**src/rtl/iram_load_ctrl_pkg.sv**
```systemverilog
// Shared constants and state encodings for the IRAM program-load controller.
package iram_load_ctrl_pkg;

   localparam int IRAM_DEPTH = 128;
   localparam int IRAM_AW    = 7;
   localparam int INSTR_W    = 16;

   localparam logic [INSTR_W-1:0] NOP = 16'h0000;

   typedef enum logic [2:0] {
      LDS_IDLE    = 3'd0,
      LDS_FILL    = 3'd1,
      LDS_RECV_HI = 3'd2,
      LDS_RECV_LO = 3'd3,
      LDS_WRITE   = 3'd4,
      LDS_DRAIN   = 3'd5
   } ld_state_e;

endpackage

```
**src/rtl/iram_load_ctrl_if.sv**
```systemverilog
// Host load stream, CPU fetch path and IRAM port bundle for iram_load_ctrl.
interface iram_load_ctrl_if
   import iram_load_ctrl_pkg::*;
#(
   parameter int AW = IRAM_AW,
   parameter int DW = INSTR_W
);
   // Load stream: a byte moves on a rising CLK edge where LD_VALID and LD_READY
   // are both high; LD_DATA/LD_LAST must stay stable while LD_VALID waits for LD_READY.
   logic          LD_START;
   logic          LD_VALID;
   logic [7:0]    LD_DATA;
   logic          LD_LAST;
   logic          LD_READY;

   logic [7:0]    CPU_ADDR;
   logic [DW-1:0] CPU_Q;
   logic          CPU_STALL;

   logic [AW-1:0] MEM_RADDR;
   logic [DW-1:0] MEM_RDATA;
   logic          MEM_WE;
   logic [AW-1:0] MEM_WADDR;
   logic [DW-1:0] MEM_WDATA;

   logic          BUSY;
   logic          DONE;
   logic          ERR;
   logic [AW:0]   WORD_CNT;
   ld_state_e     STATE;

   modport slave (
      input  LD_START, LD_VALID, LD_DATA, LD_LAST, CPU_ADDR, MEM_RDATA,
      output LD_READY, CPU_Q, CPU_STALL, MEM_RADDR, MEM_WE, MEM_WADDR, MEM_WDATA,
             BUSY, DONE, ERR, WORD_CNT, STATE
   );

   modport master (
      output LD_START, LD_VALID, LD_DATA, LD_LAST, CPU_ADDR, MEM_RDATA,
      input  LD_READY, CPU_Q, CPU_STALL, MEM_RADDR, MEM_WE, MEM_WADDR, MEM_WDATA,
             BUSY, DONE, ERR, WORD_CNT, STATE
   );

endinterface

```
**src/rtl/iram_load_ctrl_byte_packer.sv**
```systemverilog
// Assembles two stream bytes (high first) into one instruction word,
// zero-padding the low byte when the stream ends on a high byte.
module iram_byte_packer
   import iram_load_ctrl_pkg::*;
(
   input  logic               CLK,
   input  logic               RESET,
   input  logic               hi_en,
   input  logic               lo_en,
   input  logic [7:0]         byte_in,
   input  logic               last_in,
   output logic [INSTR_W-1:0] word,
   output logic               word_last
);

   always_ff @(posedge CLK) begin
      if (RESET) begin
         word      <= '0;
         word_last <= 1'b0;
      end else if (hi_en) begin
         word[15:8] <= byte_in;
         word_last  <= last_in;
         if (last_in) begin
            word[7:0] <= 8'h00;
         end
      end else if (lo_en) begin
         word[7:0] <= byte_in;
         word_last <= last_in;
      end
   end

endmodule

```
**src/rtl/iram_load_ctrl.sv**
```systemverilog
// Program-load controller: optional zero-fill, byte-stream load into IRAM,
// and fetch-path arbitration that stalls the CPU with NOPs while loading.
module iram_load_ctrl
   import iram_load_ctrl_pkg::*;
#(
   parameter int DEPTH   = IRAM_DEPTH,
   parameter int AW      = IRAM_AW,
   parameter int DW      = INSTR_W,
   parameter bit FILL_EN = 1'b1
) (
   input  logic            CLK,
   input  logic            RESET,
   iram_load_ctrl_if.slave bus
);

   localparam int            PW       = AW + 1;
   localparam logic [PW-1:0] FILL_END = PW'(DEPTH - 1);
   localparam logic [PW-1:0] FULL     = PW'(DEPTH);
   localparam logic [PW-1:0] ONE      = PW'(1);

   ld_state_e     state_q, state_d;
   logic [PW-1:0] ptr_q, ptr_d;
   logic          done_q, done_d;
   logic          err_q, err_d;
   logic          ld_ready, mem_we, full, stall;
   logic [DW-1:0] word;
   logic          word_last;
   logic          unused_addr_lsb;

   assign full  = (ptr_q == FULL);
   assign stall = (state_q != LDS_IDLE);

   iram_byte_packer u_packer (
      .CLK       (CLK),
      .RESET     (RESET),
      .hi_en     ((state_q == LDS_RECV_HI) && bus.LD_VALID),
      .lo_en     ((state_q == LDS_RECV_LO) && bus.LD_VALID),
      .byte_in   (bus.LD_DATA),
      .last_in   (bus.LD_LAST),
      .word      (word),
      .word_last (word_last)
   );

   always_ff @(posedge CLK) begin
      if (RESET) begin
         state_q <= LDS_IDLE;
         ptr_q   <= '0;
         done_q  <= 1'b0;
         err_q   <= 1'b0;
      end else begin
         state_q <= state_d;
         ptr_q   <= ptr_d;
         done_q  <= done_d;
         err_q   <= err_d;
      end
   end

   always_comb begin
      state_d  = state_q;
      ptr_d    = ptr_q;
      done_d   = done_q;
      err_d    = err_q;
      ld_ready = 1'b0;
      mem_we   = 1'b0;
      unique case (state_q)
         LDS_IDLE: begin
            if (bus.LD_START) begin
               state_d = FILL_EN ? LDS_FILL : LDS_RECV_HI;
               ptr_d   = '0;
               done_d  = 1'b0;
               err_d   = 1'b0;
            end
         end
         LDS_FILL: begin
            mem_we = 1'b1;
            if (ptr_q == FILL_END) begin
               state_d = LDS_RECV_HI;
               ptr_d   = '0;
            end else begin
               ptr_d = ptr_q + ONE;
            end
         end
         LDS_RECV_HI: begin
            ld_ready = 1'b1;
            if (bus.LD_VALID) begin
               if (bus.LD_LAST) begin
                  // Odd-length stream: the padded word is still written unless IRAM is full.
                  err_d = 1'b1;
                  if (full) begin
                     state_d = LDS_IDLE;
                     done_d  = 1'b1;
                  end else begin
                     state_d = LDS_WRITE;
                  end
               end else begin
                  state_d = LDS_RECV_LO;
               end
            end
         end
         LDS_RECV_LO: begin
            ld_ready = 1'b1;
            if (bus.LD_VALID) begin
               if (full) begin
                  err_d = 1'b1;
                  if (bus.LD_LAST) begin
                     state_d = LDS_IDLE;
                     done_d  = 1'b1;
                  end else begin
                     state_d = LDS_DRAIN;
                  end
               end else begin
                  state_d = LDS_WRITE;
               end
            end
         end
         LDS_WRITE: begin
            mem_we = 1'b1;
            ptr_d  = ptr_q + ONE;
            if (word_last) begin
               state_d = LDS_IDLE;
               done_d  = 1'b1;
            end else begin
               state_d = LDS_RECV_HI;
            end
         end
         LDS_DRAIN: begin
            ld_ready = 1'b1;
            if (bus.LD_VALID && bus.LD_LAST) begin
               state_d = LDS_IDLE;
               done_d  = 1'b1;
            end
         end
         default: state_d = LDS_IDLE;
      endcase
   end

   // The fetch address LSB selects a byte within a word and has no meaning here.
   assign unused_addr_lsb = bus.CPU_ADDR[0];

   assign bus.LD_READY  = ld_ready;
   assign bus.MEM_WE    = mem_we;
   assign bus.MEM_WADDR = ptr_q[AW-1:0];
   assign bus.MEM_WDATA = (state_q == LDS_WRITE) ? word : '0;
   assign bus.MEM_RADDR = bus.CPU_ADDR[7:1];
   assign bus.CPU_STALL = stall;
   assign bus.CPU_Q     = stall ? DW'(NOP) : bus.MEM_RDATA;
   assign bus.BUSY      = stall;
   assign bus.DONE      = done_q;
   assign bus.ERR       = err_q;
   assign bus.WORD_CNT  = (state_q == LDS_FILL) ? '0 : ptr_q;
   assign bus.STATE     = state_q;

endmodule

```
**src/flat_wrapper.sv**
```systemverilog
// flat-port wrapper written by rule: the top's interface ports become plain ports
module iram_load_ctrl_flat import iram_load_ctrl_pkg::*;
#(
   parameter int DEPTH   = IRAM_DEPTH,
   parameter int AW      = IRAM_AW,
   parameter int DW      = INSTR_W,
   parameter bit FILL_EN = 1'b1
)
  (CLK, RESET, bus_LD_START, bus_LD_VALID, bus_LD_DATA, bus_LD_LAST, bus_CPU_ADDR, bus_MEM_RDATA, bus_LD_READY, bus_CPU_Q, bus_CPU_STALL, bus_MEM_RADDR, bus_MEM_WE, bus_MEM_WADDR, bus_MEM_WDATA, bus_BUSY, bus_DONE, bus_ERR, bus_WORD_CNT, bus_STATE);
  iram_load_ctrl_if #(.AW(AW), .DW(DW)) bus_i ();
  input  logic CLK;
  input  logic RESET;
  input wire logic [$bits(bus_i.LD_START)-1:0] bus_LD_START;
  input wire logic [$bits(bus_i.LD_VALID)-1:0] bus_LD_VALID;
  input wire logic [$bits(bus_i.LD_DATA)-1:0] bus_LD_DATA;
  input wire logic [$bits(bus_i.LD_LAST)-1:0] bus_LD_LAST;
  input wire logic [$bits(bus_i.CPU_ADDR)-1:0] bus_CPU_ADDR;
  input wire logic [$bits(bus_i.MEM_RDATA)-1:0] bus_MEM_RDATA;
  output wire logic [$bits(bus_i.LD_READY)-1:0] bus_LD_READY;
  output wire logic [$bits(bus_i.CPU_Q)-1:0] bus_CPU_Q;
  output wire logic [$bits(bus_i.CPU_STALL)-1:0] bus_CPU_STALL;
  output wire logic [$bits(bus_i.MEM_RADDR)-1:0] bus_MEM_RADDR;
  output wire logic [$bits(bus_i.MEM_WE)-1:0] bus_MEM_WE;
  output wire logic [$bits(bus_i.MEM_WADDR)-1:0] bus_MEM_WADDR;
  output wire logic [$bits(bus_i.MEM_WDATA)-1:0] bus_MEM_WDATA;
  output wire logic [$bits(bus_i.BUSY)-1:0] bus_BUSY;
  output wire logic [$bits(bus_i.DONE)-1:0] bus_DONE;
  output wire logic [$bits(bus_i.ERR)-1:0] bus_ERR;
  output wire logic [$bits(bus_i.WORD_CNT)-1:0] bus_WORD_CNT;
  output wire logic [$bits(bus_i.STATE)-1:0] bus_STATE;
  assign bus_i.LD_START = bus_LD_START;
  assign bus_i.LD_VALID = bus_LD_VALID;
  assign bus_i.LD_DATA = bus_LD_DATA;
  assign bus_i.LD_LAST = bus_LD_LAST;
  assign bus_i.CPU_ADDR = bus_CPU_ADDR;
  assign bus_i.MEM_RDATA = bus_MEM_RDATA;
  assign bus_LD_READY = bus_i.LD_READY;
  assign bus_CPU_Q = bus_i.CPU_Q;
  assign bus_CPU_STALL = bus_i.CPU_STALL;
  assign bus_MEM_RADDR = bus_i.MEM_RADDR;
  assign bus_MEM_WE = bus_i.MEM_WE;
  assign bus_MEM_WADDR = bus_i.MEM_WADDR;
  assign bus_MEM_WDATA = bus_i.MEM_WDATA;
  assign bus_BUSY = bus_i.BUSY;
  assign bus_DONE = bus_i.DONE;
  assign bus_ERR = bus_i.ERR;
  assign bus_WORD_CNT = bus_i.WORD_CNT;
  assign bus_STATE = bus_i.STATE;
  iram_load_ctrl #(.DEPTH(DEPTH), .AW(AW), .DW(DW), .FILL_EN(FILL_EN)) u_core (.CLK(CLK), .RESET(RESET), .bus(bus_i));
endmodule
```
**config.mk**
```make
export PLATFORM = sky130hd
export DESIGN_NAME = iram_load_ctrl_flat
export DESIGN_NICKNAME = d
export VERILOG_FILES = /design/src/rtl/iram_load_ctrl_pkg.sv /design/src/rtl/iram_load_ctrl_if.sv /design/src/rtl/iram_load_ctrl_byte_packer.sv /design/src/rtl/iram_load_ctrl.sv /design/src/flat_wrapper.sv
export SDC_FILE = /design/constraint.sdc
export NUM_CORES = 1
export LEC_CHECK = 0
export BUFFER_PORTS_ARGS = -buffer_cell sky130_fd_sc_hd__buf_2
export CORE_MARGIN = 2
export CORE_UTILIZATION = 45
export CTS_CLUSTER_SIZE = 8
export DETAILED_ROUTE_END_ITERATION = 12
export PLACE_DENSITY = 0.8
export SLEW_MARGIN = 5
export SYNTH_ARGS = -nofsm -noshare
export SYNTH_HDL_FRONTEND = slang
export SYNTH_SLANG_ARGS = --single-unit
```
**constraint.sdc**
```tcl
create_clock -name CLK -period 1.7 [get_ports CLK]
set_input_delay 0.255 -clock CLK [delete_from_list [all_inputs] [get_ports CLK]]
set_output_delay 0.255 -clock CLK [all_outputs]
set_load 0.005 [all_outputs]
```
Word level (Yosys, flattened, before mapping)
Index checks and enable logic that the tools add are counted.
- register bits: 30
- latch bits: 0
- bits in writable memories: 0
- memory bits (read-only): 0
- bits of input ports: 37
- output and inout bits: 63
- logic and storage cells: 79
- memories kept: 0
- add/subtract/negate cells: 1
- $mul: 0
- divide/modulo/power cells: 0
- order comparisons: 0
- equal/unequal tests: 18
- shifts and indexed selects: 0
- mux-type cells: 37
- bitwise logic cells: 0
- reductions and logical operators: 16
- operators with widths (kind ; count):
    $mux 8 ; 6
    $mux 16 ; 2
    $mux 3 ; 9
    $pmux 8 s3 ; 1
    $pmux 3 s6 ; 1
    $mux 1 ; 15
    $ne 2x2->1 const B ; 7
    $reduce_and 10->1 ; 1
    $reduce_bool 3->1 ; 3
    $add 8x1->8 const B ; 1
    $eq 8x7->1 const B ; 1
    $eq 8x8->1 const B ; 1
    $ne 2x1->1 const B ; 4
    $eq 3x2->1 const B ; 2
    $eq 3x3->1 const B ; 2
    $reduce_and 6->1 ; 1
    $pmux 1 s5 ; 1
    $reduce_and 5->1 ; 1
    $reduce_bool 5->1 ; 1
    $reduce_and 2->1 ; 2
    $eq 3x1->1 const B ; 1
    $logic_and 1x1->1 ; 3
    $logic_not 3->1 ; 1
    $pmux 1 s3 ; 1
    4 further kinds ; 4

Depth between registers and ports, before layout
Gate-level depths: netlist of run 1.
- depth in word-level cells: 5
- depth in mapped cells: 6
- mapped depth without buffers: 6

Cells and area by module
A second synthesis of run 1 with hierarchy kept.
- cells, all modules: 247
- area total of the unflattened synthesis: 2052.0 um^2
- by module, submodules not included (module ; instances ; cells an instance ; area an instance (um^2) ; seq. area each (um^2)):
    iram_load_ctrl ; 1 ; 172 ; 1292.5 ; 260.2
    iram_byte_packer ; 1 ; 75 ; 759.5 ; 340.3

Worst setup path after synthesis of run 1
No wires, ideal clock.
- path kind: reg2out
- from: register u_core.state_q[1] (netlist: u_core.bus.STATE[1])
- to: output bus_CPU_STALL
- data arrival time: 1.309 ns
- required time: 1.445 ns
- setup slack: 0.136 ns
- cell stages (with the launch flop): 6
- path buffers: 3
- cells stage by stage: dfxtp_1 buf_2 nor3_1 clkbuf_1 inv_1 buf_4
- longest elaborated chain between the ends: 1
- ends and longest elaborated chain (what ; RTL line ; source):
    from (decl) ; iram_load_ctrl.sv:21 ; ld_state_e state_q, state_d;
    from (signal assigned) ; iram_load_ctrl.sv:51 ; state_q <= state_d;
    $reduce_bool 3->1 ; iram_load_ctrl.sv:31 ; assign stall = (state_q != LDS_IDLE);
    to (decl) ; flat_wrapper.sv:21 ; output wire logic [$bits(bus_i.CPU_STALL)-1:0] bus_CPU_STALL;
Every way passes these cells.

Worst setup path in the final report of run 1
- from: register u_core.state_q[2] (netlist: u_core.bus.STATE[2])
- to: output bus_WORD_CNT[5]
- longest elaborated chain between the ends: 2
- ends and longest elaborated chain (what ; RTL line ; source):
    $eq 3x1->1 ; iram_load_ctrl.sv:150 ; assign bus.WORD_CNT = (state_q == LDS_FILL) ? '0 : ptr_q;
    $mux 8 ; iram_load_ctrl.sv:150 ;
    to (decl) ; flat_wrapper.sv:29 ; output wire logic [$bits(bus_i.WORD_CNT)-1:0] bus_WORD_CNT;
Every way passes these cells.

==> out/metrics.yaml, run 1 <==
logic_synthesis:
  synth.top_cell.area_share_pct: 31.85
  netlist_top_cells_area: "dfxtp_1 32%, and2_1 11%, buf_4 6.0%"
  synth_top_flop_cell: "dfxtp_1"
  synth_edf_count: 0
  synth_common_cells: "33 x and2_1, 30 x dfxtp_1, 24 x nor2_1"
  synthDistinctLibCells: 50
  synth_nets: 264
  synthesis.area_sq_um: 1886
  yosysMostFrequentCell: "and2_1"
  syn_inst: 225
  yosysSeqAreaShare_pct: 31.85
  yosysWarningCount: 0
  synth_seq_cells: 30
  async_flop_share_pct: 0
  avgSynthCellArea_sq_um: 8.380
  yosysTopAreaCell: "dfxtp_1"
clocking:
  clk_pin_slew_ns: 0.07
  tritoncts: "yes"
  cts_buffers: 5
  cts_root_buf: "clkbuf_8"
  cts.path.max_buffers: 2
  ctsHtreeMaxLevel: 2
  ctsHoldBuffers: 0
  clock_sinks: 30
  clock_latency_ns: 0.29
drt:
  drc: 0
  wire_per_inst_um: 14.97
  drt_first_iter_violations: 160
  via_per_inst: 5.241
  first_pass_iters: 5
  antenna_left: 0
  via_count: 1934
  finalWirelength_mm: 5.525
timing:
  worstMarginPinSlew_ns: 0.6776
  timing.fmax_mhz: 584.0
  maxSlewViolCount: 0
  fin_setup_tns_ns: -0.06681
  fin_crit_sh_pct: 100.7
  clock_skew_ns: 0.005729
  fin_crit_ns: 1.712
  setup_viol: 11
  layout_setup_ws_ns: -0.01247
  slew_headroom_pct: 54.63
  holdWs_ns: 0.2169
  hold_viol_final: 0
  rsz0062_at_grt: "yes"
worst_setup_path:
  worst_path_dominant_cell_family: "buffers and inverters"
  reg2reg_depth: 5
  worstReg2RegEnd: "u_core.bus.STATE[1]$_SDFFE_PP0P_"
  critPathRequiredTime_ns: 1.44
  cp_max_fo: 6
  critPathBufInv: 3
  cpPeakStageDelay_ns: 0.36
  crit_path_start_kind: "register"
  reg2reg_slack_ns: 0.04
  critPathArrivalTime_ns: 1.46
  path_cells: "buf_4, nor3b_4, buf_6, and2b_1, buf_2"
  critical_path_class: "register to output pin"
  cp-end-kind: "output pin"
  cp_num_cells: 5
  critical-path-slowest-cell: "dfxtp_4"
  r2r_start: "u_core.bus.STATE[2]$_SDFFE_PP0P_"
power:
  combinationalPowerShare_pct: 61.0
  power_frac_seq_pct: 23.2
  p_total_mw: 3.892
  p_leak_nw: 1.301
  power.switching_mw: 1.433
  p_int_mw: 2.459
  cellPowerDensity_nw_per_um2: 1435
  p_clk_share_pct: 15.8
  vdd_drop_max_mv: 0.6932
  switching_share_pct: 36.82
floorplan:
  start_util_pct: 46.80
  die_w_um: 68.73
  io_pins: 100
  die_h_um: 68.73
  num_rows: 23
  core-area_sq_um: 4029
  die_area_sq_um: 4724
grt:
  grt_max_degree: 25
  grt_pass1_vias: 1567
  grt-ovfl-total: 0
  grt_pass1_wl_mm: 7.334
  grt_util_all_layers_pct: 21.20
  antenna_found_initial: 0
run:
  cap_violations: 0
min_path:
  min_path_type: "input port to register"
  hold_depth: 3
  hold_start: "bus_LD_DATA[3]"
  holdPathEnd: "u_core.u_packer.word[3]$_SDFFE_PP0P_"
placement:
  portBuffers: 84
  globalplace.congestion: 0.9240
  dp_slack_ns: 0.1046
  dp_hpwl_mm: 3.436
outcome:
  status: "finished with violations"
  violations: "negative setup slack"
layout:
  layout-drive-gt1-share_pct: 49.53
  nets: 357
  synthToLayoutAreaGrowth_pct: 43.80
  antenna_cells: 0
==> how the worst max path moves through the flow <==
stage / from / end / slack, ns
after floorplan: u_core.bus.STATE[1]$_SDFFE_PP0P_ / bus_CPU_STALL / 0.14
after global placement: u_core.ptr_q[0]$_SDFFE_PP0P_ / u_core.bus.STATE[1]$_SDFFE_PP0P_ / 0.12
after detailed placement: u_core.bus.STATE[2]$_SDFFE_PP0P_ / u_core.bus.STATE[1]$_SDFFE_PP0P_ / 0.10
after CTS: u_core.bus.STATE[1]$_SDFFE_PP0P_ / bus_WORD_CNT[5] / 0.0004
after global routing: u_core.bus.STATE[1]$_SDFFE_PP0P_ / bus_WORD_CNT[2] / -0.07
final: u_core.bus.STATE[2]$_SDFFE_PP0P_ / bus_WORD_CNT[5] / -0.01
==> sequential cells by signal (all words and copies together), names as in the netlist <==
register                   flops
u_core.bus.DONE                1
u_core.bus.ERR                 1
u_core.bus.STATE               3
u_core.ptr_q                   8
u_core.u_packer.word          16
u_core.u_packer.word_last      1
==> tightest hold or removal path: cells and delay by family <==
family          cells  cell delay [ns]
compound gates      1             0.06
buf+inv             1             0.09
simple gates        1             0.07
==> kinds of logic (layout without fill, tap and decap cells) <==
group / Yosys count / count (layout) / share of synthesized area [%]
muxes: 10 / 10 / 5.309
adders and majority gates: 2 / 2 / 1.327
AOI/OAI and AO/OA: 41 / 41 / 15.79
xor gates and xnor gates: 6 / 6 / 2.787
and+or+nand+nor: 102 / 102 / 31.85
DFF: 30 / 30 / 31.85
buffers and inverters: 34 / 128 / 11.08
==> placed cells by master (no fill, tap or decap), drive strengths merged, types with 2 or more instances in the layout <==
cell	netlist	routed
a211o	2	2
a21oi	9	9
a22oi	8	8
a31oi	2	2
and2	33	33
and2b	5	5
and3	4	4
buf	20	113
clkbuf	7	6
dfxtp	30	30
ha	2	2
inv	7	7
mux2i	10	10
nand2	7	7
nand3	5	5
nand4	2	2
nor2	31	31
nor3	2	2
nor4b	2	2
o21ai	8	8
or3b	2	2
xnor2	2	2
xor2	4	4
==> per-layer routing <==
layer  vias to the layer above  wire [um]  global-route usage [%]
met1                       888       2226                   26.61
met2                        84       2696                   32.21
met4                         0        165                   9.804
li1                        942          -                       -
met5                         -          0                       0
met3                        20        436                   7.792
==> metrics by stage <==
| step | cells | instance area (sq um) | util [%] |
|---|---|---|---|
| floorplan | 225 | 1886 | - |
| global placement | 351 | 2341 | 58.11 |
| detailed placement | 351 | 2341 | 58.11 |
| CTS | 367 | 2536 | 62.95 |
| global route | 369 | 2711 | 67.30 |
| finish | 369 | 2711 | 67.30 |
==> timing repair <==
| action | 4_1_cts | 5_1_grt |
|---|---|---|
| resized for setup | 15 | 36 |
| pin swaps | 2 | 18 |
| cloned | 2 | 0 |
| setup endpoints to repair | 42 | 29 |
| buffers inserted | 6 | 2 |
==> final cells by class <==
class                   instances  area [sq um]
fillers                       322          1318
clock inverters                 2         12.51
flip-flops and latches         30         609.3
multi-input cells             161          1134
inverters                       7         26.28
clock buffers                   6         82.58
repair buffers                113         784.5
well taps                      50         62.56
==> power by group through the flow <==
stage | sequential [mW] | clock, mW | combinational, mW
3_3_place_gp | 0.908 | 0 | 1.59
6_report | 0.901 | 0.615 | 2.38
5_1_grt | 0.915 | 0.659 | 2.55
2_1_floorplan | 0.876 | 0 | 1.10
4_1_cts | 0.894 | 0.622 | 1.87
3_5_place_dp | 0.913 | 0 | 1.62
(Power assumes the default switching activity.)
==> inputs of run 2 (changes only) <==
Clock period 1.7 ns to 1.68 ns, I/O delays scaled along.
==> run 2 against run 1 <==
- clock power increased by 51%
- via count increased by 7.5%
- global-route usage increased by 0.96 points
- wire length grew 12%
- total power is 18% higher
- critical path type unchanged
- clock-buffer cell count unchanged
- critical path depth unchanged
- sequential power is 2.4% higher
- sequential share of layout area fell by 1.5 points
- the run still ends with negative setup slack left
==> out/metrics.yaml, run 2 (same netlist as run 1, synthesis figures left out) <==
timing:
  layout_setup_ws_ns: -0.06498  # -0.05250 ns
  setup_viol: 22  # +11
  clock_skew_ns: 0.005910  # +0.0001805 ns
  fin_crit_sh_pct: 103.9
  maxSlewViolCount: 0  # unchanged
  holdWs_ns: 0.2129  # -0.004009 ns
  slew_headroom_pct: 54.84  # +0.21 points
  worstMarginPinSlew_ns: 0.6745  # -0.003091 ns
  rsz0062_at_grt: "yes"
  timing.fmax_mhz: 573.1
  hold_viol_final: 0  # unchanged
  fin_crit_ns: 1.745
drt:
  drc: 0  # unchanged
  met1_length_mm: 2.509  # +13%
  dr_wl_met3_um: 511  # +17%
  drt_first_iter_violations: 186  # +16%
  first_pass_iters: 4  # -1
  finalWirelength_mm: 6.201  # +12%
  wire_per_inst_um: 16.40  # +9.6%
  wl_met2_mm: 2.958  # +9.7%
  via_per_inst: 5.500  # +4.9%
  via_count: 2079  # +7.5%
  highest_layer: "met4"
  antenna_left: 0  # unchanged
clocking:
  cts.path.max_buffers: 2  # unchanged
  clock_sinks: 30  # unchanged
  tritoncts: "yes"
  cts_root_buf: "clkbuf_8"
  cts_buffers: 5  # unchanged
  ctsHoldBuffers: 0  # unchanged
  ctsHtreeMaxLevel: 2  # unchanged
  clock_latency_ns: 0.29  # about the same
  clk_pin_slew_ns: 0.07  # about the same
layout:
  nets: 366  # +2.5%
  largest_reg_flops: 16  # unchanged
  mostFrequentLayoutCell: "buf_2"
  synthToLayoutAreaGrowth_pct: 55.34
  top_register: "u_core.u_packer.word"
  layout.cells.non_filler: 378  # +2.4%
  antenna_cells: 0  # unchanged
  utilization_pct: 72.70  # +5.4 points
  layout_common_cells: "64 x buf_2, 36 x buf_6, 25 x dfxtp_1"
  layout-drive-gt1-share_pct: 54.88  # +5.3 points
floorplan:
  die_w_um: 68.73  # unchanged
  start_util_pct: 46.80  # unchanged
  io_pins: 100  # unchanged
  num_rows: 23  # unchanged
  core-area_sq_um: 4029  # unchanged
  die_h_um: 68.73  # unchanged
  die_area_sq_um: 4724  # unchanged
grt:
  antenna_found_initial: 0  # unchanged
  grt-ovfl-total: 0  # unchanged
  grt_pass1_vias: 1646  # +5.0%
  grt_util_all_layers_pct: 22.16  # +0.96 points
  grt_pass1_wl_mm: 7.741  # +5.5%
  grt_max_degree: 25  # unchanged
min_path:
  min_path_type: "input port to register"
outcome:
  status: "finished with violations"
  violations: "negative setup slack"
run:
  cap_violations: 0  # unchanged
worst_setup_path:
  cp_max_fo: 6  # unchanged
  critPathArrivalTime_ns: 1.49  # +0.03 ns
  cp-end-kind: "output pin"
  crit_path_start_kind: "register"
  critical_path_class: "register to output pin"
  critPathRequiredTime_ns: 1.43  # about the same
placement:
  globalplace.congestion: 0.9071  # -1.8%
  dp_slack_ns: 0.08573  # -0.01884 ns
  placed_cells: 353  # +0.57%
  dp_hpwl_mm: 3.422  # -0.42%
  portBuffers: 84  # unchanged
power:
  vdd_drop_max_mv: 0.7334  # +5.8%
  cellPowerDensity_nw_per_um2: 1570  # +9.4%
  p_leak_nw: 1.394  # +7.1%
==> run 2: changes by cell type in the layout (fill, tap and decap cells not counted), moves of 2 or more <==
cell,delta
and2_1,-6
buf_2,-4
bufinv_16,+2
dfxtp_1,-2
and2_4,+6
buf_4,+2
buf_6,+13
==> run 2: cell type report <==
class	count	area (sq um)
timing repair buffer	122	890.9
multi-input combinational	161	1192
sequential	30	614.3
clock inverter	2	60.06
fill	281	1100
inverter	7	26.28
tap	50	62.56
clock buffer	6	82.58
==> run 2: report_power, final <==
part	leakage, nW	internal (mW)	switching, mW
Combinational	1.08	1.52	1.23
Clock	0.0714	0.633	0.294
Sequential	0.246	0.824	0.0984
==> run 2: timing repair <==
item / CTS / global route
cloned: 2 / 1
endpoints found under the hold margin: 0 / 0
resized for setup: 16 / 66
setup buffers: 9 / 7
pin swaps: 6 / 18
setup endpoints to repair: 43 / 49
==> run 2: layer usage <==
metal	track usage, %	vias up
met5	0	-
met4	12.01	0
met3	5.032	23
met2	32.93	116
met1	29.69	977
li1	-	963
==> run 2: per-stage QoR <==
stage               power, mW  setup TNS, ns  area, sq um
finish                  4.599        -0.8594         2929
global placement        2.528              0         2344
CTS                     3.791       -0.04075         2611
detailed placement      2.558              0         2344
floorplan               1.995              0         1886
global route            4.811         -2.401         2929
==> run 2: path summary, 6_finish.rpt <==
path / slack (ns) / from / endpoint / depth (start not counted)
worst min register to register: 0.47 / u_core.bus.DONE$_SDFFE_PP0P_ / u_core.bus.DONE$_SDFFE_PP0P_ / 2
worst min-delay path: 0.21 / bus_LD_DATA[0] / u_core.u_packer.word[0]$_SDFFE_PP0P_ / 3
worst max register to register: 0.01 / u_core.ptr_q[1]$_SDFFE_PP0P_ / u_core.bus.STATE[1]$_SDFFE_PP0P_ / 5
worst max-delay path: -0.06 / u_core.bus.STATE[2]$_SDFFE_PP0P_ / bus_CPU_Q[13] / 5
==> run 2: critical path, stage by stage (launching register included) <==
cell	delay, ns
dfxtp_4	0.37
buf_6	0.14
nor3_4	0.28
buf_6	0.18
and2_4	0.14
buf_6	0.09
